===== src/rtl/monitor_symbol_feeder.sv =====
// Purpose: transmit side of the runtime-monitor symbol interface; queues core event symbols and drives symbols/run/mon_reset.
// Latency: event sampled in cycle N while streaming from an empty FIFO appears on symbols with run=1 in cycle N+2.
// Backpressure: none from the monitor; a full FIFO with no pop drops the event and records it in overflow/drop_count.
// Optional build macro: MON_FEED_IDLE_SYM_EN (emit IDLE_SYMBOL with run=1 whenever streaming with nothing queued).
module monitor_symbol_feeder #(
  parameter int         DEPTH          = 8,
  parameter int         MON_RST_CYCLES = 2,
  parameter logic [7:0] SOT_SYMBOL     = 8'hFF,
  parameter logic [7:0] IDLE_SYMBOL    = 8'h00
) (
  input  logic        clk,
  input  logic        reset,
  input  logic        enable,
  input  logic        evt_valid,
  input  logic [7:0]  evt_symbol,
  output logic [7:0]  symbols,
  output logic        run,
  output logic        mon_reset,
  output logic        busy,
  output logic        overflow,
  output logic [15:0] drop_count
);

  localparam int AW = $clog2(DEPTH);
  localparam int CW = $clog2(MON_RST_CYCLES + 1);
  localparam logic [CW-1:0] CNT_LAST = CW'(MON_RST_CYCLES - 1);

  typedef enum logic [2:0] {
    S_IDLE,
    S_RESET,
    S_START,
    S_STREAM,
    S_DRAIN
  } state_t;

  state_t state_q, state_d;
  logic [CW-1:0] cnt_q, cnt_d;
  logic [AW:0]   wr_ptr_q, wr_ptr_d;
  logic [AW:0]   rd_ptr_q, rd_ptr_d;
  logic [7:0]    mem_q [DEPTH];
  logic [7:0]    symbols_q, symbols_d;
  logic          run_q, run_d;
  logic          mon_reset_q, mon_reset_d;
  logic          overflow_q, overflow_d;
  logic [15:0]   drop_count_q, drop_count_d;

  logic fifo_empty;
  logic fifo_full;
  logic enter_reset;
  logic accepting;
  logic pop;
  logic push_ok;
  logic drop;

  // Extra pointer MSB distinguishes full from empty when the index bits match.
  assign fifo_empty = (wr_ptr_q == rd_ptr_q);
  assign fifo_full  = (wr_ptr_q[AW] != rd_ptr_q[AW]) &&
                      (wr_ptr_q[AW-1:0] == rd_ptr_q[AW-1:0]);

  // State register and reset-hold counter.
  always_ff @(posedge clk) begin
    if (reset) begin
      state_q <= S_IDLE;
      cnt_q   <= '0;
    end else begin
      state_q <= state_d;
      cnt_q   <= cnt_d;
    end
  end

  // Next-state logic: trace start sequencing, streaming and drain on disable.
  always_comb begin
    state_d = state_q;
    cnt_d   = cnt_q;
    case (state_q)
      S_IDLE: begin
        if (enable) begin
          state_d = S_RESET;
          cnt_d   = '0;
        end
      end
      S_RESET: begin
        if (cnt_q == CNT_LAST) begin
          state_d = S_START;
        end else begin
          cnt_d = cnt_q + CW'(1);
        end
      end
      S_START: begin
        state_d = S_STREAM;
      end
      S_STREAM: begin
        if (!enable) begin
          state_d = S_DRAIN;
        end
      end
      S_DRAIN: begin
        if (enable) begin
          state_d = S_RESET;
          cnt_d   = '0;
        end else if (fifo_empty) begin
          state_d = S_IDLE;
        end
      end
      default: begin
        state_d = S_IDLE;
      end
    endcase
  end

  // Output and FIFO control: decide pop/push/drop and the next registered outputs.
  always_comb begin
    enter_reset = (state_d == S_RESET) && (state_q != S_RESET);
    accepting   = (state_q != S_IDLE) && !enter_reset;
    // Pop only looks at the registered pointers, so a same-cycle write is never bypassed.
    pop         = ((state_q == S_STREAM) || (state_q == S_DRAIN)) &&
                  !fifo_empty && !enter_reset;
    push_ok     = evt_valid && accepting && (!fifo_full || pop);
    drop        = evt_valid && accepting && fifo_full && !pop;

    wr_ptr_d = wr_ptr_q + {{AW{1'b0}}, push_ok};
    rd_ptr_d = rd_ptr_q + {{AW{1'b0}}, pop};

    overflow_d   = overflow_q | drop;
    drop_count_d = drop_count_q;
    if (drop && (drop_count_q != 16'hFFFF)) begin
      drop_count_d = drop_count_q + 16'd1;
    end

    // A new trace starts from a clean FIFO and clean error status.
    if (enter_reset) begin
      wr_ptr_d     = '0;
      rd_ptr_d     = '0;
      overflow_d   = 1'b0;
      drop_count_d = '0;
    end

    mon_reset_d = (state_d == S_RESET);
    run_d       = 1'b0;
    symbols_d   = symbols_q;
    if (state_d == S_START) begin
      run_d     = 1'b1;
      symbols_d = SOT_SYMBOL;
    end else if (pop) begin
      run_d     = 1'b1;
      symbols_d = mem_q[rd_ptr_q[AW-1:0]];
    end
`ifdef MON_FEED_IDLE_SYM_EN
    else if ((state_d == S_STREAM) || (state_d == S_DRAIN)) begin
      // Keep the monitor's time base continuous while nothing is queued.
      run_d     = 1'b1;
      symbols_d = IDLE_SYMBOL;
    end
`endif
  end

`ifndef MON_FEED_IDLE_SYM_EN
  logic unused_idle_sym;
  assign unused_idle_sym = ^IDLE_SYMBOL;
`endif

  // Registered outputs, FIFO pointers and drop accounting.
  always_ff @(posedge clk) begin
    if (reset) begin
      wr_ptr_q     <= '0;
      rd_ptr_q     <= '0;
      symbols_q    <= 8'h00;
      run_q        <= 1'b0;
      mon_reset_q  <= 1'b0;
      overflow_q   <= 1'b0;
      drop_count_q <= '0;
    end else begin
      wr_ptr_q     <= wr_ptr_d;
      rd_ptr_q     <= rd_ptr_d;
      symbols_q    <= symbols_d;
      run_q        <= run_d;
      mon_reset_q  <= mon_reset_d;
      overflow_q   <= overflow_d;
      drop_count_q <= drop_count_d;
    end
  end

  // FIFO storage write; contents are qualified by the pointers so no reset is needed.
  always_ff @(posedge clk) begin
    if (push_ok) begin
      mem_q[wr_ptr_q[AW-1:0]] <= evt_symbol;
    end
  end

  assign symbols    = symbols_q;
  assign run        = run_q;
  assign mon_reset  = mon_reset_q;
  assign busy       = (state_q != S_IDLE);
  assign overflow   = overflow_q;
  assign drop_count = drop_count_q;

endmodule


===== config.mk =====
export PLATFORM = sky130hd
export DESIGN_NAME = monitor_symbol_feeder
export DESIGN_NICKNAME = d
export VERILOG_FILES = /design/src/rtl/monitor_symbol_feeder.sv
export SDC_FILE = /design/constraint.sdc
export NUM_CORES = 1
export LEC_CHECK = 0
export ABC_CLOCK_PERIOD_IN_PS = 3750
export BUFFER_PORTS_ARGS = -buffer_cell sky130_fd_sc_hd__buf_2
export CAP_MARGIN = 10
export CORE_UTILIZATION = 60
export CTS_CLUSTER_DIAMETER = 120
export DETAILED_ROUTE_END_ITERATION = 6
export GPL_TIMING_DRIVEN = 0
export MAX_ROUTING_LAYER = met4
export PLACE_DENSITY_LB_ADDON = 0.12
export SETUP_SLACK_MARGIN = 0.2
export SYNTH_ARGS = -nofsm -noshare
export SYNTH_HDL_FRONTEND = slang
export SYNTH_SLANG_ARGS = --single-unit
export TNS_END_PERCENT = 5

===== constraint.sdc =====
create_clock -name clk -period 3.75 [get_ports clk]
set_clock_uncertainty 0.2 [all_clocks]
set_input_delay 0 -clock clk [delete_from_list [all_inputs] [get_ports clk]]
set_output_delay 0 -clock clk [all_outputs]
set_load 0.02 [all_outputs]

==> results.toml, run 1 <==
[status]
outcome = "finished clean"

[detailed_routing]
wl_per_cell_um = 17.85
drt_pass1_iterations = 4
vias = 2777
drt_iter0_drc = 113
met1_length_um = 3634
wl_met3_um = 327
top_layer = "met4"
met2WireLength_um = 4489
drt_wl_total_um = 8532
antenna_left = 0
drc = 0
vias_per_cell = 5.810

[finish]
final_common_cell = "edfxtp_1"
nNetsFinal = 395
areaGrowthSynthToFinish_pct = 14.62
antenna_cells = 0
final_cell_mix = "edfxtp_1, buf_2, dfxtp_1, nor2_1, a21oi_1"
drive_gt1_share_pct = 21.73
fillCellCount = 504
design_area_mm2 = 0.004974

[power]
seqPwrFrac_pct = 60.5
peakVddDrop_mv = 0.3448
swShare_pct = 24.75
clkPwrFrac_pct = 33.8
p_int_mw = 1.538
p_comb_share_pct = 5.6
p_per_area_mw_per_mm2 = 411.0
leakage_nw = 1.744
p_switching_uw = 506.0

[clock_network]
numCtsBuffers = 9
postCtsSetupRepairBufs = 0
cts_tree = "yes"
clock_latency_ns = 0.37
cts.sinks = 104
clkTransAtPathRegs_ns = 0.11
htreeDepth = 3
clk_path_buf_depth = 2
root_buffer = "clkbuf_8"

[worst_setup_path]
required_ns = 3.64
reg2reg_from = "rd_ptr_q[0]"
setup.worst_path.class = "reg2reg"
cp.arrival_ns = 2.95
rrSetupSlack_ns = 0.68
path_max_fanout = 8
endpoint_kind = "flip-flop"
regToRegEndpoint = "mem_q[0][4]"
start_kind = "flip-flop"
rr_worst_depth = 7

[timing]
fin_ws_ns = 0.6837
fin_crit_sh_pct = 81.77
period_minus_slack_ns = 3.066
worst_pin_slew_ns = 0.9303
drv_slew = 0
hold_viol = 0
setup_violations = 0
slew_headroom_pct = 37.75
rsz0062_at_grt = "no"
fin_setup_tns_ns = 0
fmax_ghz = 0.3261

[synthesis]
ys.flop_type = "edfxtp_1"
yosys_warnings = 0
synth_edf_count = 64
yosysUniqueCellTypes = 43
yosysSeqAreaShare_pct = 62.75
synth_seq_cells = 104
synthCells = 315
avgSynthCellArea_um2 = 13.78
async_flop_share_pct = 0
synth_fp_nets = 333
synth_area_mm2 = 0.004339

[place]
dpl_cell_area_mm2 = 0.004664
pre_cts_ws_ns = 0.6199
place.gp.congestion = 0.7734
dp_hpwl_um = 5777
port_buffers = 38

[min_path]
worstHoldStart = "evt_valid"
hold_path_class = "in2reg"
holdPathStages = 4
hold_end = "overflow"

[global_routing]
grt_max_degree = 22
grt_usage_pct = 25.66
overflow = 0
grt_pass1_wl_um = 13710
antenna_found_initial = 0
grt_pass1_vias = 2762

[floorplanning]
initial_core_util_pct = 62.83
die_w_um = 87.04
dieArea_mm2 = 0.007576
coreArea_mm2 = 0.006907
io_pins = 40
die_y_um = 87.04
num_rows = 30

[flow_run]
drv_cap = 0
## power by group through the flow
stage	clock network, mW	registers (mW)	logic [mW]
global placement	0	1.26	0.102
floorplan	0	1.27	0.0593
detailed placement	0	1.26	0.107
CTS	0.707	1.24	0.116
global route	0.747	1.24	0.127
finish	0.692	1.24	0.115
## cells in the mapped netlist, types with 3 or more instances
master	number	area, um^2
o21ai_1	3	15.01
or3_1	7	43.79
and3_1	6	37.54
dfxtp_1	40	800.8
and2_1	4	25.02
nand2_1	10	37.54
xor2_1	5	43.79
nand2b_1	5	31.28
nand3b_1	3	22.52
nor3_1	11	55.05
a21oi_1	15	75.07
or2_2	3	18.77
or4_1	6	45.04
a211oi_1	10	75.07
nor2_1	25	93.84
clkbuf_1	7	26.28
nand4_1	4	25.02
mux2i_1	11	110.1
xnor2_1	3	26.28
inv_1	4	15.01
o21ai_0	5	25.02
and4_1	3	26.28
ha_1	6	75.07
mux4_2	12	270.3
buf_2	4	20.02
nand3_1	11	55.05
edfxtp_1	64	1922
mux4_1	4	105.1
o211ai_1	4	30.03
## worst max-delay path: stages (launching register included)
cell      delay (ns)
dfxtp_1         0.35
buf_2           0.28
xor2_1          0.33
nor4_4          0.11
a21oi_1         0.36
nand2b_1        0.18
nor3_1          0.70
buf_4           0.29
## per-layer routing
metal	track usage [%]	up-vias
met1	30.07	1365
li1	-	1346
met2	44.95	58
met4	6.061	0
met3	5.972	8
met5	-	-
## worst max path at each step
stage	startpoint	to	slack [ns]	depth (start not counted)
after detailed placement	rd_ptr_q[0]	mem_q[0][6]	0.62	7
after floorplan	rd_ptr_q[0]	mem_q[0][0]	1.32	6
after global placement	rd_ptr_q[0]	mem_q[0][6]	0.46	6
after global routing	rd_ptr_q[0]	mem_q[0][4]	0.49	7
final	rd_ptr_q[0]	mem_q[0][4]	0.68	7
after CTS	rd_ptr_q[0]	mem_q[0][4]	0.61	7
## registers in the layout (all words and copies together), names as in the netlist
name,flops
mon_reset,1
mem_q,64
wr_ptr_q,4
symbols,8
rd_ptr_q,4
overflow,1
run,1
drop_count,16
cnt_q,2
state_q,3
## final cells by class
class	instances	area, um^2	share of cell area [%]
buffer	14	72.57	1.459
multi-input combinational	193	1529	30.74
timing repair buffer	51	315.3	6.340
clock buffer	9	123.9	2.491
inverter	4	15.01	0.3019
tap	96	120.1	2.415
clock inverter	7	75.07	1.509
sequential	104	2723	54.74
## cells by family after synthesis
family / Yosys count / share of synthesized area (%)
adder cells (fa/ha/maj): 6 / 1.730
XOR/XNOR: 10 / 2.365
buffers and inverters: 18 / 2.018
AO/OA/AOI/OAI: 43 / 6.142
flip-flops: 104 / 62.75
AND/OR/NAND/NOR: 107 / 13.81
multiplexers: 27 / 11.19
## through the flow
step / hold slack [ns] / power, mW / util [%] / cells
global placement: 0.06384 / 1.365 / 67.32 / 449
finish: 0.03167 / 2.044 / 72.01 / 478
global route: 0.05686 / 2.114 / 72.01 / 478
floorplan: -0.1215 / 1.329 / - / 315
detailed placement: 0.07343 / 1.371 / 67.54 / 451
CTS: 0.001345 / 2.060 / 72.01 / 478
## timing repair
item | 4_1_cts | 5_1_grt
hold buffers | 11 | 0
endpoints found under the hold margin | 74 | 0
gates resized for setup | 0 | 0
endpoints found under the setup margin | 0 | 0
(Power assumes the default switching activity.)
==> run 2, diff against run 1 <==
ABC_CLOCK_PERIOD_IN_PS = 2700   (was 3750)
CORE_UTILIZATION = 53   (was 60)
clock period = 2.7 ns   (was 3.75 ns; I/O delays follow)
==> results.toml, run 2 (synthesis gave the netlist of run 1 again) <==
[detailed_routing]
drc = 0
vias = 2757
vias_per_cell = 5.685
drt_wl_total_um = 8574
wl_per_cell_um = 17.68
drt_pass1_iterations = 4
antenna_left = 0
drt_iter0_drc = 94

[worst_setup_path]
max_stage_delay_ns = 0.35
path_max_fanout = 8
required_ns = 2.58
start_kind = "flip-flop"
crit_family = "simple AND/OR/NAND/NOR gates"
crit_path_top_delay_cell = "dfxtp_1"
crit_buf_inv = 2
endpoint_kind = "flip-flop"
cp_cell_sequence = "buf_4 > xor2_2 > nor4_4 > a21oi_2 > nand2b_2 > nor3_4 > buf_12"
cp.arrival_ns = 2.24
setup.worst_path.class = "reg2reg"

[timing]
slew_headroom_pct = 40.22
period_minus_slack_ns = 2.361
worst_pin_slew_ns = 0.8967
fin_setup_tns_ns = 0
drv_slew = 0
rsz0062_at_grt = "yes"
fin_ws_ns = 0.3387
fmax_ghz = 0.4235
setup_violations = 0
hold_viol = 0
fin_crit_sh_pct = 87.46

[clock_network]
clk_path_buf_depth = 2
cts.sinks = 104
cts_tree = "yes"
clock_latency_ns = 0.36
htreeDepth = 3
numCtsBuffers = 9
clkTransAtPathRegs_ns = 0.10
root_buffer = "clkbuf_8"

[global_routing]
grt_max_degree = 20
overflow = 0
grt_pass1_wl_um = 13390
grt_usage_pct = 22.22
antenna_found_initial = 0
grt_pass1_vias = 2577

[floorplanning]
num_rows = 32
dieArea_mm2 = 0.008553
initial_core_util_pct = 55.58
die_w_um = 92.48
die_y_um = 92.48
coreArea_mm2 = 0.007807
io_pins = 40

[finish]
multi_input_area_mm2 = 0.001624
fillCellCount = 589
drive_gt1_share_pct = 26.63
largest_reg_flops = 64
postLayoutCoreUtil_pct = 65.63
areaGrowthSynthToFinish_pct = 18.08
antenna_cells = 0
final_common_cell = "edfxtp_1"
nNetsFinal = 396
regArea_mm2 = 0.002724
final_cell_mix = "edfxtp_1, buf_2, dfxtp_1, nor2_1, a21oi_1"

[status]
outcome = "finished clean"

[flow_run]
drv_cap = 0

[place]
pre_cts_ws_ns = -0.2838
place.gp.congestion = 0.7379
port_buffers = 38
dp_hpwl_um = 5406

[power]
peakVddDrop_mv = 0.3576
leakage_nw = 1.771
p_per_area_mw_per_mm2 = 565.5

[min_path]
hold_path_class = "in2reg"
## run 2: cell types whose count changed in the layout (fill, tap and decap cells not counted), sizes merged
cell / delta
buf: +1
bufinv: +1
inv: -1
## run 2: worst paths after layout
check | start | end | slack, ns | depth (start not counted)
worst max-delay path | rd_ptr_q[0] | mem_q[0][3] | 0.34 | 7
worst min-delay path | evt_valid | overflow | 0.03 | 4
worst max register to register | rd_ptr_q[0] | mem_q[0][3] | 0.34 | 7
worst min register to register | overflow | overflow | 0.29 | 2
## run 2: per-layer routing
metal | track usage (%) | part of all wire [%] | up-vias
met5 | - | 0 | -
met4 | 9.635 | 1.8 | 0
met3 | 4.433 | 3.4 | 13
met2 | 36.17 | 51 | 48
met1 | 27.08 | 44 | 1358
li1 | - | - | 1338
## run 2: tightest hold or removal path, cell delays in order
cell and delay, ns:
buf_2 0.11, and3_1 0.22, a21oi_1 0.17, nor2_1 0.04
## run 2: what timing repair did
item | CTS | global route
hold endpoints to repair | 73 | 0
gates resized for setup | 20 | 7
setup buffers | 2 | 1
pin swaps | 3 | 2
endpoints found under the setup margin | 68 | 67
hold buffers | 11 | 0
## run 2: area by class of cell
type,instances,share of cell area [%]
inverter,4,0.2930
sequential,104,53.16
timing repair buffer,52,6.789
buffer,14,1.514
tap,102,2.491
clock buffer,9,2.418
multi-input combinational,193,31.70
clock inverter,7,1.636
## run 2: power by group
group | switching [mW] | internal, mW
Combinational | 0.104 | 0.0693
Sequential | 0.0149 | 1.71
Clock | 0.557 | 0.447
## run 2: stage by stage
| step | hold slack [ns] | cells | area (um^2) | power (mW) |
|---|---|---|---|---|
| finish | 0.02860 | 485 | 5124 | 2.897 |
| CTS | 0.01045 | 484 | 5107 | 2.920 |
| global placement | 0.06331 | 455 | 4657 | 1.897 |
| floorplan | -0.1215 | 315 | 4339 | 1.845 |
| detailed placement | 0.07062 | 455 | 4667 | 1.902 |
| global route | 0.02280 | 485 | 5124 | 3.012 |
==> run 3, diff against run 2 <==
CELL_PAD_IN_SITES_DETAIL_PLACEMENT = 0   (was unset)
CELL_PAD_IN_SITES_GLOBAL_PLACEMENT = 1   (was unset)
CORE_MARGIN = 8   (was unset)
CORE_UTILIZATION = 44   (was 53)
HOLD_SLACK_MARGIN = 0.03   (was unset)
==> results.toml, run 3 (synthesis gave the netlist of run 1 again) <==
[detailed_routing]
drt_iter0_drc = 116
drt_wl_total_um = 9025
drt_pass1_iterations = 5
drc = 0
vias = 2743
wl_per_cell_um = 17.39
vias_per_cell = 5.285
antenna_left = 0

[global_routing]
grt_max_degree = 20
grt_usage_pct = 14.60
overflow = 0
grt_pass1_wl_um = 14330
grt_pass1_vias = 2752
antenna_found_initial = 0

[worst_setup_path]
start_kind = "flip-flop"
cp-startpoint = "state_q[2]"
setup.worst_path.class = "reg2reg"
rr_worst_depth = 7
required_ns = 2.59
crit_path_end = "mem_q[2][4]"
cp.arrival_ns = 2.28
rrSetupSlack_ns = 0.31
endpoint_kind = "flip-flop"
path_max_fanout = 9
reg2reg_from = "state_q[2]"
regToRegEndpoint = "mem_q[2][4]"

[clock_network]
clk_path_buf_depth = 2
htreeDepth = 3
clock_latency_ns = 0.36
cts_tree = "yes"
root_buffer = "clkbuf_8"
clkTransAtPathRegs_ns = 0.11
cts.sinks = 104
numCtsBuffers = 9

[floorplanning]
io_pins = 40
die_y_um = 115.3
dieArea_mm2 = 0.01330
initial_core_util_pct = 44.81
num_rows = 36
coreArea_mm2 = 0.009684
die_w_um = 115.3

[finish]
postLayoutCoreUtil_pct = 53.14
nNetsFinal = 399
instances_no_fill = 519
final_cell_mix = "edfxtp_1, buf_2, dfxtp_1, nor2_1, a21oi_1"
drive_gt1_share_pct = 26.68
design_area_mm2 = 0.005146
final_common_cell = "edfxtp_1"
areaGrowthSynthToFinish_pct = 18.60
antenna_cells = 0
largest_reg_flops = 64

[flow_run]
drv_cap = 0

[power]
peakVddDrop_mv = 0.2876
power.total_mw = 2.813
leakage_nw = 1.771
p_per_area_mw_per_mm2 = 546.7

[timing]
fin_setup_tns_ns = 0
fin_ws_ns = 0.3076
slew_headroom_pct = 40.30
fin_crit_sh_pct = 88.61
hold_viol = 0
drv_slew = 0
rsz0062_at_grt = "yes"
worst_pin_slew_ns = 0.8955
setup_violations = 0
fmax_ghz = 0.4180
whs_ns = 0.2310
period_minus_slack_ns = 2.392

[place]
pre_cts_ws_ns = -0.3002
port_buffers = 38
placedCellCount = 487
place.gp.congestion = 0.7265
dp_hpwl_um = 6094
dpl_cell_area_mm2 = 0.004706

[min_path]
hold_path_class = "in2reg"

[status]
outcome = "finished clean"
run 3: worst min-delay path by stage:
stage / slack [ns] / startpoint / depth (start not counted) / endpoint
4_1_cts: 0.22 / evt_symbol[3] / 2 / mem_q[3][3]
2_1_floorplan: -0.12 / enable / 1 / state_q[2]
6_report: 0.23 / evt_symbol[5] / 2 / mem_q[2][5]
5_1_grt: 0.24 / evt_symbol[5] / 2 / mem_q[2][5]
3_3_place_gp: 0.06 / evt_symbol[2] / 1 / mem_q[5][2]
3_5_place_dp: 0.07 / evt_symbol[5] / 1 / mem_q[3][5]
run 3: what timing repair did:
action	in CTS	in global routing
pin swaps	2	2
hold buffers	12	0
setup endpoints to repair	68	54
endpoints found under the hold margin	76	0
gates resized for setup	21	6
buffers inserted	1	3
run 3: report_power, final:
part           internal, mW  switching [mW]
clock network         0.353           0.569
registers              1.71          0.0143
logic                0.0664           0.104
run 3: layout make-up:
cell class	count	area (um^2)
fillers	827	4538
flip-flops and latches	104	2724
clock buffers	9	123.9
multi-input cells	193	1622
plain buffers	14	77.57
repair buffers	55	357.8
clock inverters	7	60.06
well taps	133	166.4
inverters	4	15.01
run 3: critical path, stage by stage (launching register included):
cell      delay (ns)
dfxtp_1         0.31
clkbuf_2        0.16
nand3b_1        0.23
a21boi_0        0.19
a21oi_2         0.28
nand2_1         0.28
nor3_4          0.30
buf_12          0.16
run 3: per-layer routing:
metal	wire (um)	up-vias	global-route usage [%]
met5	0	-	-
met4	144	0	5.166
met3	249	11	2.468
met2	4329	39	23.91
met1	4301	1347	17.83
li1	-	1346	-
